--- config.mk ---
export PLATFORM = sky130hd
export DESIGN_NAME = miriscv_lsu
export DESIGN_NICKNAME = d
export VERILOG_FILES = /design/src/rtl/miriscv_lsu.sv
export SDC_FILE = /design/constraint.sdc
export NUM_CORES = 1
export LEC_CHECK = 0
export ABC_AREA = 1
export CORE_UTILIZATION = 44
export CTS_CLUSTER_DIAMETER = 120
export CTS_CLUSTER_SIZE = 8
export DETAILED_ROUTE_END_ITERATION = 8
export GPL_ROUTABILITY_DRIVEN = 0
export HOLD_SLACK_MARGIN = 0.12
export PLACE_DENSITY_LB_ADDON = 0.08
export SLEW_MARGIN = 20
export SYNTH_ARGS = -nofsm -noshare
export SYNTH_HDL_FRONTEND = slang
export SYNTH_SLANG_ARGS = --single-unit
--- constraint.sdc ---
create_clock -name clk_i -period 12.5 [get_ports clk_i]
set_clock_uncertainty 0.05 [all_clocks]
set_input_delay 3.75 -clock clk_i [delete_from_list [all_inputs] [get_ports clk_i]]
set_output_delay 3.75 -clock clk_i [all_outputs]
set_load 0.1 [all_outputs]
--- src/rtl/miriscv_lsu.sv ---
// miriscv_lsu -- load/store unit between the core and a gnt/rvalid data bus.
//
// Accepts one access at a time from the core, checks size and alignment,
// issues a single bus request, waits for the grant (and for rvalid on loads),
// and then spends one DONE cycle reporting the completion or fault. The core
// is stalled while the access is in flight. A cycle counter aborts the access
// if the bus does not answer within TIMEOUT cycles.
//
// Ports:
//   clk_i, rst_i            clock, asynchronous active-high reset
//   lsu_req_i, lsu_we_i     core request, 1 = store / 0 = load
//   lsu_size_i              B=0 H=1 W=2 BU=4 HU=5
//   lsu_addr_i, lsu_data_i  byte address, store data
//   lsu_data_o              extended load result, held until the next load
//   lsu_stall_req_o         core stall request
//   lsu_fault_o, lsu_fault_cause_o  abort flag and cause (01 misaligned,
//                           10 illegal size, 11 timeout), valid in DONE only
//   data_req_o .. data_wdata_o      memory-side request
//   data_gnt_i, data_rvalid_i, data_rdata_i  memory-side response
module miriscv_lsu #(
  parameter int TIMEOUT = 16
) (
  input  logic        clk_i,
  input  logic        rst_i,
  input  logic        lsu_req_i,
  input  logic        lsu_we_i,
  input  logic [2:0]  lsu_size_i,
  input  logic [31:0] lsu_addr_i,
  input  logic [31:0] lsu_data_i,
  output logic [31:0] lsu_data_o,
  output logic        lsu_stall_req_o,
  output logic        lsu_fault_o,
  output logic [1:0]  lsu_fault_cause_o,
  output logic        data_req_o,
  output logic        data_we_o,
  output logic [3:0]  data_be_o,
  output logic [31:0] data_addr_o,
  output logic [31:0] data_wdata_o,
  input  logic        data_gnt_i,
  input  logic        data_rvalid_i,
  input  logic [31:0] data_rdata_i
);

  typedef enum logic [1:0] {IDLE, REQ, RESP, DONE} state_t;

  state_t      state, nextState;
  logic        weQ;
  logic [2:0]  sizeQ;
  logic [31:0] addrQ;
  logic [31:0] dataQ;
  logic [1:0]  causeQ;
  logic [7:0]  cnt;
  logic [1:0]  reqCause;
  logic        timeoutHit;

  // Select the addressed byte/halfword of the bus word and extend it.
  // BU/HU share the low two size bits with B/H; size[2] marks zero-extension.
  function automatic logic [31:0] extendLoad(input logic [2:0]  size,
                                             input logic [1:0]  off,
                                             input logic [31:0] rdata);
    logic signed [7:0]  b;
    logic signed [15:0] h;
    b = rdata[{off, 3'b000} +: 8];
    h = rdata[{off[1], 4'b0000} +: 16];
    case (size)
      3'd0:    return {{24{b[7]}}, b};
      3'd1:    return {{16{h[15]}}, h};
      3'd4:    return {24'd0, b};
      3'd5:    return {16'd0, h};
      default: return rdata;
    endcase
  endfunction

  function automatic logic [3:0] byteEnable(input logic [2:0] size,
                                            input logic [1:0] off);
    case (size[1:0])
      2'd0:    return 4'b0001 << off;
      2'd1:    return 4'b0011 << off;
      default: return 4'b1111;
    endcase
  endfunction

  // Store data is replicated across lanes so the byte enables pick the lane.
  function automatic logic [31:0] storeData(input logic [2:0]  size,
                                            input logic [31:0] data);
    case (size[1:0])
      2'd0:    return {4{data[7:0]}};
      2'd1:    return {2{data[15:0]}};
      default: return data;
    endcase
  endfunction

  // Illegal size wins over misalignment.
  always_comb begin
    reqCause = 2'b00;
    if (!(lsu_size_i inside {3'd0, 3'd1, 3'd2, 3'd4, 3'd5}))
      reqCause = 2'b10;
    else if (lsu_size_i[1:0] == 2'd1 && lsu_addr_i[0])
      reqCause = 2'b01;
    else if (lsu_size_i == 3'd2 && lsu_addr_i[1:0] != 2'b00)
      reqCause = 2'b01;
  end

  assign timeoutHit = (cnt == 8'(TIMEOUT - 1));

  always_ff @(posedge clk_i or posedge rst_i) begin
    if (rst_i) state <= IDLE;
    else       state <= nextState;
  end

  always_comb begin
    nextState       = state;
    lsu_stall_req_o = 1'b0;
    data_req_o      = 1'b0;
    data_be_o       = 4'b0000;
    case (state)
      IDLE: begin
        lsu_stall_req_o = lsu_req_i;
        if (lsu_req_i) nextState = (reqCause != 2'b00) ? DONE : REQ;
      end
      REQ: begin
        lsu_stall_req_o = 1'b1;
        data_req_o      = 1'b1;
        data_be_o       = byteEnable(sizeQ, addrQ[1:0]);
        if (data_gnt_i)      nextState = weQ ? DONE : RESP;
        else if (timeoutHit) nextState = DONE;
      end
      RESP: begin
        lsu_stall_req_o = 1'b1;
        if (data_rvalid_i || timeoutHit) nextState = DONE;
      end
      DONE: nextState = IDLE;
      default: nextState = IDLE;
    endcase
  end

  // Captured request, cycle counter, fault cause and load result.
  always_ff @(posedge clk_i or posedge rst_i) begin
    if (rst_i) begin
      weQ        <= 1'b0;
      sizeQ      <= 3'd0;
      addrQ      <= 32'd0;
      dataQ      <= 32'd0;
      causeQ     <= 2'b00;
      cnt        <= 8'd0;
      lsu_data_o <= 32'd0;
    end else begin
      case (state)
        IDLE: if (lsu_req_i) begin
          weQ    <= lsu_we_i;
          sizeQ  <= lsu_size_i;
          addrQ  <= lsu_addr_i;
          dataQ  <= lsu_data_i;
          causeQ <= reqCause;
          cnt    <= 8'd0;
        end
        REQ: begin
          if (data_gnt_i)      cnt    <= 8'd0;
          else if (timeoutHit) causeQ <= 2'b11;
          else                 cnt    <= cnt + 8'd1;
        end
        RESP: begin
          if (data_rvalid_i)   lsu_data_o <= extendLoad(sizeQ, addrQ[1:0], data_rdata_i);
          else if (timeoutHit) causeQ     <= 2'b11;
          else                 cnt        <= cnt + 8'd1;
        end
        default: ;
      endcase
    end
  end

  assign data_addr_o       = {addrQ[31:2], 2'b00};
  assign data_we_o         = weQ;
  assign data_wdata_o      = storeData(sizeQ, dataQ);
  assign lsu_fault_o       = (state == DONE) && (causeQ != 2'b00);
  assign lsu_fault_cause_o = (state == DONE) ? causeQ : 2'b00;

endmodule

==> flow_summary.ini, run 1 <==
[outcome]
outcome = completed

[die]
die-area_um2 = 14400
core-area_um2 = 13400
start_util_pct = 45.8
io_pins = 211
num_rows = 42
die_h_um = 120
dieWidth_um = 120

[setup_path]
r2r_slack_ns = 9.43
cp-end-kind = output port
crit_path_frequent_cell = clkdlybuf4s50_1
path_max_fanout = 89
start_kind = input port
path_cells = clkdlybuf4s50_1, nand2_4, a21oi_1, clkdlybuf4s50_1
worstSetupPathType = in2out
r2r-start = state[0]$_DFFE_PP0P_
required_ns = 8.70
timing.rr.end = lsu_data_o[10]$_DFFE_PP0P_
reg2reg_depth = 7
critPathArrivalTime_ns = 6.29
cpMaxStageDelayCell = clkdlybuf4s50_1
slowest_delay_ns = 1.16

[synth]
ys_seq_area_share_pct = 45.6
netlist_area_um2 = 6140
synth_cells = 726
yosysUniqueCellTypes = 33
synth_top_area_share_pct = 45.6
synth_edf_count = 0
ys.flop_type = dfrtp_1
syn_area_per_cell_um2 = 8.46
postSynth.asyncResetShare_pct = 100
ys_seq_elements = 112
ys_warn_count = 0
ys_top_cells_by_area = dfrtp_1 (46%), nand2_1 (11%), mux2_2 (8.8%)
synth_top_area_cell = dfrtp_1

[clocking]
cts_sinks = 112
clock_latency_ns = 0.35
cts_made_buffers = 9
ctsResizeCount = 0
cts_htree_levels = 3
clk_pin_slew_worst_paths_ns = 0.07
cts_tree = yes
cts-root-buf = clkbuf_16
hold_buffers = 0
post-cts-setup-buffers = 0
clk_path_buf_depth = 2

[drt]
wl_per_cell_um = 14.8
vias = 5223
ant_nets = 0
vias_per_cell = 4.93
first_pass_iters = 6
drtIter0Drc = 315
drt-total-wl_um = 15700
drc = 0

[place]
dp_hpwl_um = 11500
port_buffers = 208

[finish]
antenna_cells = 0
layout_commonest_cell = clkdlybuf4s50_1
final_cell_mix = clkdlybuf4s50_1 (208), nand2_1 (173), dfrtp_1 (111), inv_1 (76), a21oi_1 (56)
area_growth_syn_to_layout_pct = 35.7
nFillCells = 1201
drive_gt1_share_pct = 13.3
fin_nets = 990

[min_path]
hold_path_depth = 2
hold_class = reg2reg
worstHoldStart = lsu_data_o[5]$_DFFE_PP0P_
min_to = lsu_data_o[5]$_DFFE_PP0P_

[timing]
post-route-min-period_ns = 10.09
final-hold-violation-count = 0
rsz0062_at_grt = false
finalSetupTns_ns = 0
timing.final.crit_share_pct = 80.7
max_slew_margin_pct = 30.3
fmax_ghz = 0.0991
final_max_slew_viol_count = 0
worst_pin_slew_ns = 1.04
setup_viol_count_final = 0

[grt]
grt-ovfl-total = 0
grt_start_max_net_pins = 90
antenna_found_initial = 0
grt_pass1_vias = 5228
grt_use_total_pct = 22.5
grt_pass1_wl_um = 25600

[run]
max_cap_viol_count = 0
## critical path, delay by kind of cell
kind,cells,cell delay [ns]
buffers and inverters,2,1.69
and+or+nand+nor,1,0.51
AOI/OAI and AO/OA,1,0.33
## worst max-delay path by stage
stage | start | endpoint | slack, ns | depth (start not counted)
floorplan | lsu_req_i | lsu_stall_req_o | 3.00 | 4
global placement | lsu_req_i | lsu_stall_req_o | 2.40 | 4
finish | lsu_req_i | lsu_stall_req_o | 2.41 | 4
detailed placement | lsu_req_i | lsu_stall_req_o | 2.36 | 4
global route | lsu_req_i | lsu_stall_req_o | 2.22 | 4
CTS | lsu_req_i | lsu_stall_req_o | 2.35 | 4
## layout make-up
cell class | count | area, um2 | share of cell area, %
sequential | 112 | 2800 | 33.6
multi-input combinational | 463 | 2560 | 30.8
timing repair buffer | 210 | 2100 | 25.2
inverter | 83 | 322 | 3.86
clock buffer | 10 | 239 | 2.87
tap | 176 | 220 | 2.64
clock inverter | 6 | 90.1 | 1.08
## layer usage
metal	global-route usage, %	wire length [um]	up-vias
li1	-	-	2575
met1	29.5	6850	2447
met2	36.7	7460	184
met3	5.04	1090	17
met4	7.66	259	0
met5	0	0	-
## flip-flops by register name, indices dropped and copies added (netlist names)
signal	cells
dataQ	32
addrQ	32
lsu_data_o	32
sizeQ	3
state	2
causeQ	2
cnt	8
data_we_o	1
## kinds of logic after synthesis
| group | synth area share [%] |
|---|---|
| fa+ha+maj | 1.22 |
| mux | 8.80 |
| simple gates | 21.9 |
| other cells | 0.0611 |
| flops | 45.6 |
| xor+xnor | 0.285 |
| compound gates | 9.31 |
| buf+inv | 12.8 |
## per-stage QoR
step / util [%] / instances / hold slack (ns) / area, um2 / setup slack, ns
3_5_place_dp: 59.7 / 1044 / 0.415 / 8010 / 2.36
3_3_place_gp: 59.7 / 1044 / 0.413 / 8010 / 2.40
4_1_cts: 62.2 / 1060 / 0.435 / 8340 / 2.35
6_report: 62.2 / 1060 / 0.435 / 8340 / 2.41
5_1_grt: 62.2 / 1060 / 0.471 / 8340 / 2.22
2_1_floorplan: - / 727 / 0.392 / 6140 / 3.00
## cell usage after synthesis, types with 2 or more instances
master / instances
nand2_1: 174
dfrtp_1: 112
inv_1: 77
a21oi_1: 56
nor2_1: 49
mux2_2: 48
buf_4: 43
nand3_1: 33
o21ai_0: 32
or2_2: 23
buf_2: 13
o211ai_1: 13
nand3_2: 10
clkbuf_1: 8
ha_1: 6
buf_6: 4
inv_2: 4
nand2_2: 3
a31oi_1: 2
nand2_4: 2
nor2_4: 2
Power of run 1 is left out: the tool's default activity adds up to more than one toggle a clock period on the data nets, which glitch-free logic cannot reach.
==> inputs of run 2 (changes only) <==
clock period = 10.1 ns   (was 12.5 ns; I/O delays follow)
==> flow_summary.ini, run 2 (synthesis results as in run 1) <==
[drt]
dr_wl_met3_um = 1050
wl_met2_um = 7300
drc = 0
vias = 5247
highest-signal-layer = met4
drtIter0Drc = 384
wl_per_cell_um = 14.7
ant_nets = 0
drt-met1-wl_um = 6870
vias_per_cell = 4.95
drt-total-wl_um = 15600
first_pass_iters = 5

[clocking]
hold_buffers = 0
post-cts-setup-buffers = 0
ctsResizeCount = 0
clk_pin_slew_worst_paths_ns = 0.07
clock_latency_ns = 0.35
cts-root-buf = clkbuf_16
cts_htree_levels = 3
cts_tree = yes
cts_sinks = 112
cts_made_buffers = 9
clk_path_buf_depth = 2

[timing]
rsz0062_at_grt = false
finalSetupTns_ns = 0
fmax_ghz = 0.125
final_max_slew_viol_count = 0
setup_viol_count_final = 0
holdWs_ns = 0.430
final-hold-violation-count = 0
post-route-min-period_ns = 8.02
timing.final.crit_share_pct = 79.4
max_slew_margin_pct = 28.7
layout_setup_ws_ns = 2.08
worst_pin_slew_ns = 1.07

[finish]
area_growth_syn_to_layout_pct = 35.5
drive_gt1_share_pct = 13.3
fin_nets = 990
layout_commonest_cell = clkdlybuf4s50_1
multiInputGateArea_um2 = 2560
antenna_cells = 0
seqCellArea_um2 = 2800
stdcell_count = 1060
final_cell_mix = clkdlybuf4s50_1 (208), nand2_1 (173), dfrtp_1 (111), inv_1 (76), a21oi_1 (56)
nFillCells = 1145
reg_top3 = addrQ: 32 flops, dataQ: 32 flops, lsu_data_o: 32 flops

[setup_path]
r2r-start = state[0]$_DFFE_PP0P_
worstSetupPathType = in2out
cp-end-kind = output port
path_max_fanout = 2
critPathArrivalTime_ns = 4.94
timing.rr.end = lsu_data_o[27]$_DFFE_PP0P_
reg2reg_depth = 7
r2r_slack_ns = 7.05
start_kind = input port
required_ns = 7.02

[min_path]
hold_class = reg2reg
worstHoldStart = lsu_data_o[5]$_DFFE_PP0P_
hold_path_depth = 2
min_to = lsu_data_o[5]$_DFFE_PP0P_

[grt]
grt_use_total_pct = 22.3
grt_pass1_wl_um = 25200
antenna_found_initial = 0
grt_start_max_net_pins = 89
grt_pass1_vias = 5158
grt-ovfl-total = 0

[die]
die_h_um = 120
die-area_um2 = 14400
num_rows = 42
core-area_um2 = 13400
dieWidth_um = 120
start_util_pct = 45.8
io_pins = 211

[place]
dpl.cell_count = 1044
place_ws_ns = 2.10
port_buffers = 208
dp_hpwl_um = 11400

[outcome]
outcome = completed

[run]
max_cap_viol_count = 0
-- run 2: changes by cell type in the layout (fill, tap and decap cells not counted), sizes merged --
cell,delta
bufinv,-2
clkbuf,+4
clkinv,-1
inv,-1
-- run 2: area by class of cell --
cell class	count	share of cell area, %
sequential	112	33.7
multi-input combinational	463	30.8
timing repair buffer	210	25.2
inverter	83	3.87
clock buffer	14	3.53
tap	176	2.65
clock inverter	2	0.211
-- run 2: critical path, stage by stage --
cell and delay (ns):
clkdlybuf4s50_1 0.52, nand2_4 0.06, a21oi_1 0.16, clkdlybuf4s50_1 1.16
-- run 2: worst max path at each step --
stage / depth (start not counted) / to / startpoint / slack, ns
floorplan: 4 / lsu_stall_req_o / lsu_req_i / 2.04
global placement: 4 / lsu_stall_req_o / lsu_req_i / 2.13
detailed placement: 4 / lsu_stall_req_o / lsu_req_i / 2.10
CTS: 4 / lsu_stall_req_o / lsu_req_i / 2.08
global route: 4 / lsu_stall_req_o / lsu_req_i / 2.03
finish: 4 / lsu_stall_req_o / lsu_req_i / 2.08
-- run 2: per-layer routing --
layer / track usage [%] / up-vias
met3: 4.56 / 30
met4: 9.45 / 0
met5: 0 / -
met1: 29.6 / 2441
li1: - / 2572
met2: 35.2 / 204
-- run 2: metrics by stage --
stage          utilization [%]  cell area, um2
2_1_floorplan                -            6140
5_1_grt                   62.1            8320
6_report                  62.1            8320
4_1_cts                   62.1            8320
3_5_place_dp              59.7            8010
3_3_place_gp              59.7            8010
Power of run 2 is left out for the same reason.
==> inputs of run 3 (changes only) <==
CORE_UTILIZATION = 42   (was 44)
clock period = 7.1 ns   (was 10.1 ns; I/O delays follow)
==> flow_summary.ini, run 3 (synthesis results as in run 1) <==
[setup_path]
cpMaxStageDelayCell = clkdlybuf4s50_1
crit_buf_inv = 2
path_max_fanout = 2
worstSetupPathType = in2out
slowest_delay_ns = 0.55
reg2reg_depth = 7
path_cells = clkdlybuf4s50_1, nand2_4, a21oi_1, buf_4
cp-end-kind = output port
start_kind = input port
required_ns = 4.92
critPathArrivalTime_ns = 3.28
path_depth = 4
crit_family = buffers and inverters

[timing]
rsz0062_at_grt = false
finalSetupTns_ns = 0
fmax_ghz = 0.183
setup_viol_count_final = 0
layout_setup_ws_ns = 1.64
post-route-min-period_ns = 5.46
final-hold-violation-count = 0
max_slew_margin_pct = 30.4
worst_pin_slew_ns = 1.04
timing.final.crit_share_pct = 76.9
final_max_slew_viol_count = 0

[finish]
layout_commonest_cell = clkdlybuf4s50_1
stdcell_count = 1066
antenna_cells = 0
area_growth_syn_to_layout_pct = 36.1
reg_top3 = addrQ: 32 flops, dataQ: 32 flops, lsu_data_o: 32 flops
final_cell_mix = clkdlybuf4s50_1 (207), nand2_1 (173), dfrtp_1 (111), inv_1 (76), a21oi_1 (56)
fin_nets = 992
drive_gt1_share_pct = 13.7

[grt]
grt_pass1_wl_um = 25000
grt_use_total_pct = 21.6
grt_start_max_net_pins = 89
grt_pass1_vias = 5019
antenna_found_initial = 0
grt-ovfl-total = 0

[clocking]
cts_tree = yes
cts_made_buffers = 9
hold_buffers = 0
clk_path_buf_depth = 2
cts_sinks = 112
clock_latency_ns = 0.35
cts_htree_levels = 3
cts-root-buf = clkbuf_16
ctsResizeCount = 0
post-cts-setup-buffers = 0
clk_pin_slew_worst_paths_ns = 0.07

[die]
core-area_um2 = 14100
num_rows = 43
dieWidth_um = 123
start_util_pct = 43.6
die_h_um = 123
io_pins = 211
die-area_um2 = 15100

[drt]
vias_per_cell = 4.86
drt-total-wl_um = 15500
first_pass_iters = 4
wl_per_cell_um = 14.6
ant_nets = 0
drtIter0Drc = 320
drt-met1-wl_um = 6650
wl_met2_um = 7770
highest-signal-layer = met4
dr_wl_met3_um = 855
drc = 0
vias = 5176

[min_path]
hold_path_depth = 2
hold_class = reg2reg

[place]
place_ws_ns = 1.61
dp_hpwl_um = 11600
dpl.cell_count = 1049
port_buffers = 208

[run]
max_cap_viol_count = 0

[outcome]
outcome = completed
## run 3: changes by cell type in the layout (fill, tap and decap cells not counted)
| cell | previous run | this run |
|---|---|---|
| buf_16 | 0 | 1 |
| buf_4 | 2 | 4 |
| bufinv_16 | 0 | 1 |
| clkbuf_8 | 5 | 2 |
| clkdlybuf4s50_1 | 208 | 207 |
| clkinv_2 | 0 | 1 |
| clkinvlp_4 | 0 | 1 |
| inv_6 | 2 | 1 |
| inv_8 | 0 | 1 |
## run 3: metrics by stage
step,util (%),hold slack (ns),area [um2]
floorplan,-,0.392,6140
global placement,56.9,0.413,8020
detailed placement,56.9,0.414,8020
CTS,59.1,0.432,8330
global route,59.3,0.451,8360
finish,59.3,0.433,8360
## run 3: worst paths after layout
kind | slack, ns | end | startpoint
max in group asynchronous | 3.88 | dataQ[29]$_DFFE_PP0P_ | rst_i
hold reg to reg | 0.43 | lsu_data_o[14]$_DFFE_PP0P_ | lsu_data_o[14]$_DFFE_PP0P_
min in group asynchronous | 2.04 | addrQ[16]$_DFFE_PP0P_ | rst_i
setup / recovery | 1.64 | lsu_stall_req_o | lsu_req_i
setup reg to reg | 4.03 | lsu_data_o[11]$_DFFE_PP0P_ | state[0]$_DFFE_PP0P_
hold / removal | 0.43 | lsu_data_o[14]$_DFFE_PP0P_ | lsu_data_o[14]$_DFFE_PP0P_
## run 3: worst min-delay path, delay by kind of cell (launching register included)
family,cells,cell delay [ns]
flip-flops,1,0.34
AND/OR/NAND/NOR,2,0.11
## run 3: routing by layer
layer  global-route usage [%]  vias up
li1                         -     2570
met1                     27.5     2432
met2                     36.2      156
met3                     4.43       18
met4                     7.77        0
met5                        0        -
## run 3: final cells by class
cell class	instances	area [um2]
clock inverters	5	62.6
repair buffers	212	2130
fillers	1258	5740
flip-flops and latches	112	2800
well taps	180	225
clock buffers	11	253
inverters	83	322
multi-input cells	463	2560
Power of run 3 is left out for the same reason.
